**src/rtl/perceptron_pkg.sv**
```systemverilog
// Shared definitions for the perceptron datapath: protocol header bytes,
// default element width and the loader FSM/target encodings.
package perceptron_pkg;

  localparam logic [7:0] HDR_X  = 8'h58;
  localparam logic [7:0] HDR_W  = 8'h57;
  localparam logic [7:0] HDR_GO = 8'h47;

  localparam int ELEM_W = 18;

  typedef enum logic [1:0] {
    ST_IDLE,
    ST_LOAD,
    ST_COMMIT
  } state_e;

  typedef enum logic {
    TGT_X,
    TGT_W
  } target_e;

endpackage

```
**src/rtl/operand_byte_assembler.sv**
```systemverilog
// Collects three big-endian bytes into one W-bit element; elem is valid
// combinationally in the cycle the third byte is consumed (elem_done).
module operand_byte_assembler
  import perceptron_pkg::*;
#(
  parameter int W = ELEM_W
) (
  input  logic         clk,
  input  logic         rst_n,
  input  logic         clear,
  input  logic         en,
  input  logic [7:0]   byte_in,
  output logic [W-1:0] elem,
  output logic         elem_done
);

  logic [1:0]  byte_idx_q, byte_idx_d;
  logic [15:0] sh_q, sh_d;

  always_comb begin
    byte_idx_d = byte_idx_q;
    sh_d       = sh_q;
    elem_done  = 1'b0;
    if (clear) begin
      byte_idx_d = 2'd0;
      sh_d       = 16'd0;
    end else if (en) begin
      sh_d = {sh_q[7:0], byte_in};
      if (byte_idx_q == 2'd2) begin
        byte_idx_d = 2'd0;
        elem_done  = 1'b1;
      end else begin
        byte_idx_d = byte_idx_q + 2'd1;
      end
    end
  end

  // Truncation drops the unused high bits of the first byte.
  assign elem = W'({sh_q, byte_in});

  always_ff @(posedge clk or negedge rst_n) begin
    if (!rst_n) begin
      byte_idx_q <= 2'd0;
      sh_q       <= 16'd0;
    end else begin
      byte_idx_q <= byte_idx_d;
      sh_q       <= sh_d;
    end
  end

endmodule

```
**src/rtl/rx_operand_loader.sv**
```systemverilog
// Byte-protocol loader feeding weighted_sum_top: shadows x/w packets and
// commits them atomically. Optional inter-byte timeout: LOADER_TIMEOUT_EN.
module rx_operand_loader
  import perceptron_pkg::*;
#(
  parameter int          N              = 8,
  parameter int          W              = ELEM_W,
  parameter logic [15:0] TIMEOUT_CYCLES = 16'd50000
) (
  input  logic           clk,
  input  logic           rst_n,
  input  logic [7:0]     rx_data,
  input  logic           rx_data_present,
  output logic           rx_read,
  output logic [W*N-1:0] x,
  output logic [W*N-1:0] w,
  output logic           start,
  output logic           busy,
  output logic [7:0]     err_count
);

  localparam int            IW        = (N > 1) ? $clog2(N) : 1;
  localparam logic [IW-1:0] LAST_ELEM = IW'(N - 1);

  function automatic logic [7:0] sat_inc(input logic [7:0] v);
    return (v == 8'hFF) ? v : v + 8'd1;
  endfunction

  state_e         state_q, state_d;
  target_e        tgt_q, tgt_d;
  logic [IW-1:0]  elem_idx_q, elem_idx_d;
  logic [W*N-1:0] shadow_q, shadow_d;
  logic [W*N-1:0] x_q, x_d;
  logic [W*N-1:0] w_q, w_d;
  logic           x_ok_q, x_ok_d;
  logic           w_ok_q, w_ok_d;
  logic           start_q, start_d;
  logic [7:0]     err_count_q, err_count_d;

  logic           consume;
  logic           is_load_hdr;
  logic           asm_clear;
  logic           asm_en;
  logic [W-1:0]   elem;
  logic           elem_done;
  logic           timeout;

  assign rx_read     = rx_data_present && rst_n;
  assign consume     = rx_read;
  assign is_load_hdr = (rx_data == HDR_X) || (rx_data == HDR_W);
  assign asm_en      = consume && (state_q == ST_LOAD);
  assign asm_clear   = consume && (state_q != ST_LOAD) && is_load_hdr;

`ifdef LOADER_TIMEOUT_EN
  logic [15:0] gap_q, gap_d;
  assign timeout = (state_q == ST_LOAD) && !consume && (gap_q == TIMEOUT_CYCLES - 16'd1);
`else
  assign timeout = 1'b0;
`endif

  operand_byte_assembler #(.W(W)) u_asm (
    .clk       (clk),
    .rst_n     (rst_n),
    .clear     (asm_clear),
    .en        (asm_en),
    .byte_in   (rx_data),
    .elem      (elem),
    .elem_done (elem_done)
  );

  always_comb begin
    state_d     = state_q;
    tgt_d       = tgt_q;
    elem_idx_d  = elem_idx_q;
    shadow_d    = shadow_q;
    x_d         = x_q;
    w_d         = w_q;
    x_ok_d      = x_ok_q;
    w_ok_d      = w_ok_q;
    start_d     = 1'b0;
    err_count_d = err_count_q;
`ifdef LOADER_TIMEOUT_EN
    gap_d = (consume || state_q != ST_LOAD) ? 16'd0 : gap_q + 16'd1;
`endif

    case (state_q)
      ST_LOAD: begin
        if (elem_done) begin
          shadow_d[elem_idx_q*W +: W] = elem;
          if (elem_idx_q == LAST_ELEM) state_d = ST_COMMIT;
          else                         elem_idx_d = elem_idx_q + 1'b1;
        end else if (timeout) begin
          state_d     = ST_IDLE;
          shadow_d    = '0;
          err_count_d = sat_inc(err_count_q);
        end
      end
      ST_COMMIT: begin
        if (tgt_q == TGT_X) begin
          x_d    = shadow_q;
          x_ok_d = 1'b1;
        end else begin
          w_d    = shadow_q;
          w_ok_d = 1'b1;
        end
        state_d = ST_IDLE;
      end
      default: ;
    endcase

    // Header decode runs in IDLE and COMMIT; in COMMIT it sees the flag just set.
    if (consume && state_q != ST_LOAD) begin
      if (is_load_hdr) begin
        tgt_d      = (rx_data == HDR_X) ? TGT_X : TGT_W;
        elem_idx_d = '0;
        state_d    = ST_LOAD;
      end else if (rx_data == HDR_GO && x_ok_d && w_ok_d) begin
        start_d = 1'b1;
      end else begin
        err_count_d = sat_inc(err_count_q);
      end
    end
  end

  always_ff @(posedge clk or negedge rst_n) begin
    if (!rst_n) begin
      state_q     <= ST_IDLE;
      tgt_q       <= TGT_X;
      elem_idx_q  <= '0;
      shadow_q    <= '0;
      x_q         <= '0;
      w_q         <= '0;
      x_ok_q      <= 1'b0;
      w_ok_q      <= 1'b0;
      start_q     <= 1'b0;
      err_count_q <= 8'd0;
    end else begin
      state_q     <= state_d;
      tgt_q       <= tgt_d;
      elem_idx_q  <= elem_idx_d;
      shadow_q    <= shadow_d;
      x_q         <= x_d;
      w_q         <= w_d;
      x_ok_q      <= x_ok_d;
      w_ok_q      <= w_ok_d;
      start_q     <= start_d;
      err_count_q <= err_count_d;
    end
  end

`ifdef LOADER_TIMEOUT_EN
  always_ff @(posedge clk or negedge rst_n) begin
    if (!rst_n) gap_q <= 16'd0;
    else        gap_q <= gap_d;
  end
`endif

  assign x         = x_q;
  assign w         = w_q;
  assign start     = start_q;
  assign busy      = (state_q != ST_IDLE);
  assign err_count = err_count_q;

endmodule

```
**config.mk**
```make
export PLATFORM = sky130hd
export DESIGN_NAME = rx_operand_loader
export DESIGN_NICKNAME = d
export VERILOG_FILES = /design/src/rtl/perceptron_pkg.sv /design/src/rtl/operand_byte_assembler.sv /design/src/rtl/rx_operand_loader.sv
export SDC_FILE = /design/constraint.sdc
export NUM_CORES = 1
export LEC_CHECK = 0
export CELL_PAD_IN_SITES_DETAIL_PLACEMENT = 0
export CELL_PAD_IN_SITES_GLOBAL_PLACEMENT = 1
export CORE_MARGIN = 4
export CORE_UTILIZATION = 44
export DETAILED_ROUTE_END_ITERATION = 6
export GPL_ROUTABILITY_DRIVEN = 0
export PLACE_DENSITY_LB_ADDON = 0.2
export SKIP_CTS_REPAIR_TIMING = 1
export SYNTH_ARGS = -nofsm -noshare
export SYNTH_HDL_FRONTEND = slang
export SYNTH_SLANG_ARGS = --single-unit
```
**constraint.sdc**
```tcl
create_clock -name clk -period 5.42 [get_ports clk]
set_input_delay 0.813 -clock clk [delete_from_list [all_inputs] [get_ports clk]]
set_output_delay 0.813 -clock clk [all_outputs]
set_load 0.02 [all_outputs]
```
==> results.sh <==
export IMPL_outcome="complete, no violations"
export IMPL_crit_fanout=29
export IMPL_start_kind="flip-flop"
export IMPL_grt_pass1_vias=14870
export IMPL_start_util_pct=44.56
export IMPL_setup_ws_ps=1478
export IMPL_grt_setup_unrepaired="false"
export IMPL_finalSetupViolations=0
export IMPL_max_clock_freq_mhz=253.6
export IMPL_ys_seq_area_share_pct=57.05
export IMPL_antennaDiodeCount=0
export IMPL_finClkSkew_ps=23.22
export IMPL_postSynthCellCount=1627
export IMPL_wl_per_cell_um=24.01
export IMPL_dp_hpwl_mm=44.68
export IMPL_worstPathArrival_ps=4410
export IMPL_required_ps=5880
export IMPL_placedInstanceArea_sq_um=23980
export IMPL_gr_total_overflow=0
export IMPL_io_buffers=309
export IMPL_numCtsBuffers=48
export IMPL_drt_iter0_drc=1315
export IMPL_peakVddDrop_mv=0.3076
export IMPL_synthDistinctLibCells=71
export IMPL_areaGrowthSynthToFinish_pct=26.73
export IMPL_fin_setup_tns_ps=0
export IMPL_avgSynthCellArea_sq_um=12.43
export IMPL_worstSetupStartpoint="elem_idx_q[1]$_DFF_PN0_"
export IMPL_track_usage_pct=24.27
export IMPL_register_area_sq_um=11540
export IMPL_relSlewSlack_pct=25.93
export IMPL_first_pass_iters=5
export IMPL_htree_levels=2
export IMPL_vias_per_cell=5.746
export IMPL_drc_errors=0
export IMPL_hold_violations=0
export IMPL_power_density_nw_per_um2=389.1
export IMPL_p_leak_nw=11.82
export IMPL_nets=1945
export IMPL_hp_class="in -> async"
export IMPL_die_area_sq_um=49450
export IMPL_antenna_found_initial=0
export IMPL_holdWs_ps=211.2
export IMPL_fillers=3926
export IMPL_finalCriticalPeriod_ps=3942
export IMPL_regToRegStartpoint="elem_idx_q[1]$_DFF_PN0_"
export IMPL_drtAntennaViolNets=0
export IMPL_drive_gt1_share_pct=25.57
export IMPL_yosysWarnings=0
export IMPL_die_w_um=222.4
export IMPL_synth_edf_count=0
export IMPL_grt_max_degree=156
export IMPL_ys_ff_latch=461
export IMPL_grt_pass1_wl_mm=93.62
export IMPL_pre_cts_ws_ps=1577
export IMPL_synthFlopType="dfrtp_1"
export IMPL_core_sq_um=45380
export IMPL_drv_cap=0
export IMPL_cts_sinks=461
export IMPL_cts_tree="built"
export IMPL_clk_pin_slew_ps=70
export IMPL_maxSlewViolCount=0
export IMPL_post_route_period_util_pct=72.74
export IMPL_synthArstFlopShare_pct=100.0
export IMPL_syn_num_nets=1650
export IMPL_io_pins=310
export IMPL_netlist_area_sq_um=20220
export IMPL_design_area_sq_um=25630
export IMPL_worstSetupPathType="reg -> reg"
export IMPL_fp_dieH_um=222.4
export IMPL_worst_pin_slew_ps=1103
export IMPL_multi_input_area_sq_um=8223
export IMPL_wirelength_mm=61.45
export IMPL_clk_latency_ps=590
export IMPL_cts_root_buf="clkbuf_16"
export IMPL_rows=78
export IMPL_end_kind="flip-flop"
export IMPL_vias=14710
export IMPL_clockBufferDepth=3
[per-stage QoR]
step	power, W	util [%]	instances
after floorplan	0.005394	-	1627
after global placement	0.006511	52.83	2472
after detailed placement	0.006521	52.83	2472
after CTS	0.009968	56.47	2559
after global routing	0.01036	56.47	2559
final	0.009972	56.47	2559
[worst paths after layout]
check	end	slack [ps]	cells past startpoint
min	w[131]$_DFFE_PN0P_	210	1
max	shadow_q[121]$_DFFE_PN0P_	1480	12
max reg2reg	shadow_q[121]$_DFFE_PN0P_	1480	12
max in group asynchronous	w[34]$_DFFE_PN0P_	3000	3
min in group clk	w_ok_q$_DFF_PN0_	470	1
min reg2reg	w_ok_q$_DFF_PN0_	470	1
[sequential cells by signal, indices dropped and copies added (netlist names), 2 cells and up]
name              count
u_asm.sh_q           10
u_asm.byte_idx_q      2
state_q               2
shadow_q            144
w                   144
x                   144
err_count             8
elem_idx_q            3
[power breakdown]
part	switching, W	leakage, nW	internal, W
sequential	0.000156	6.37	0.00354
combinational	0.00198	4.66	0.000877
clock	0.00137	0.802	0.00205
[logic make-up after synthesis]
group	share of synthesized area (%)
xor gates and xnor gates	0.3898
DFF	57.05
AOI/OAI and AO/OA	9.808
muxes	21.54
and+or+nand+nor	8.063
adders and majority gates	0.7425
buffers and inverters	2.407
[critical path: stages, from the launching register on]
cell and delay (ps):
dfrtp_1 370, buf_4 230, inv_1 150, ha_2 310, or4b_4 640, clkinv_2 90
ha_1 230, inv_1 330, nand2_1 250, nor2_1 460, buf_4 250, nand3_1 150
mux2_2 340
[layout by cell type, fill, tap and decap left out, types with 17 or more instances in the layout]
cell / Yosys / layout
dfrtp_1: 461 / 460
mux2_2: 361 / 361
clkdlybuf4s50_1: 0 / 308
nand2_1: 126 / 125
o21ai_0: 111 / 111
nor2_1: 63 / 63
nand3_1: 50 / 50
clkbuf_16: 0 / 50
a21oi_1: 36 / 36
buf_4: 1 / 34
mux2i_1: 20 / 20
inv_1: 17 / 17
[area by class of cell]
type	instances	area share [%]
Sequential cell	461	45.02
Multi-Input combinational cell	1047	32.09
Timing Repair Buffer	345	13.24
Clock buffer	69	5.512
Tap cell	600	2.930
Clock inverter	18	0.9228
Inverter	19	0.2832
[routing by layer]
metal | part of all wire [%] | track usage (%) | vias up | wire length (um)
met2 | 47 | 39.28 | 550 | 29170
met5 | 0 | 0 | - | 0
met1 | 43 | 33.25 | 7519 | 26160
li1 | - | - | 6519 | -
met4 | 3.3 | 7.954 | 0 | 2008
met3 | 6.7 | 4.730 | 117 | 4108
[cells in the mapped netlist, drive strengths merged, types with 5 or more instances]
master | number | area (sq um)
or3 | 7 | 43.79
inv | 17 | 63.81
a31oi | 13 | 81.33
o21a | 9 | 67.56
a211oi | 11 | 82.58
dfrtp | 461 | 11540
o21ai | 111 | 555.5
ha | 12 | 150.1
a22oi | 5 | 37.54
mux2 | 361 | 4065
o22ai | 14 | 87.58
and2 | 10 | 65.07
a32o | 10 | 100.1
nor3 | 14 | 70.07
o211ai | 9 | 67.56
nand3 | 50 | 250.2
or2 | 5 | 31.28
o31a | 5 | 43.79
nor2b | 13 | 81.33
a21oi | 37 | 188.9
and3 | 9 | 56.30
nand2b | 8 | 50.05
xor2 | 5 | 43.79
buf | 17 | 102.6
clkbuf | 83 | 311.6
nand4 | 11 | 68.82
nor2 | 63 | 236.5
a32oi | 11 | 96.34
o31ai | 14 | 105.1
a221oi | 10 | 87.58
nand2 | 126 | 473.0
a22o | 12 | 105.1
mux2i | 20 | 200.2
a21o | 7 | 52.55
No activity file was read; power rests on OpenSTA's default activity.
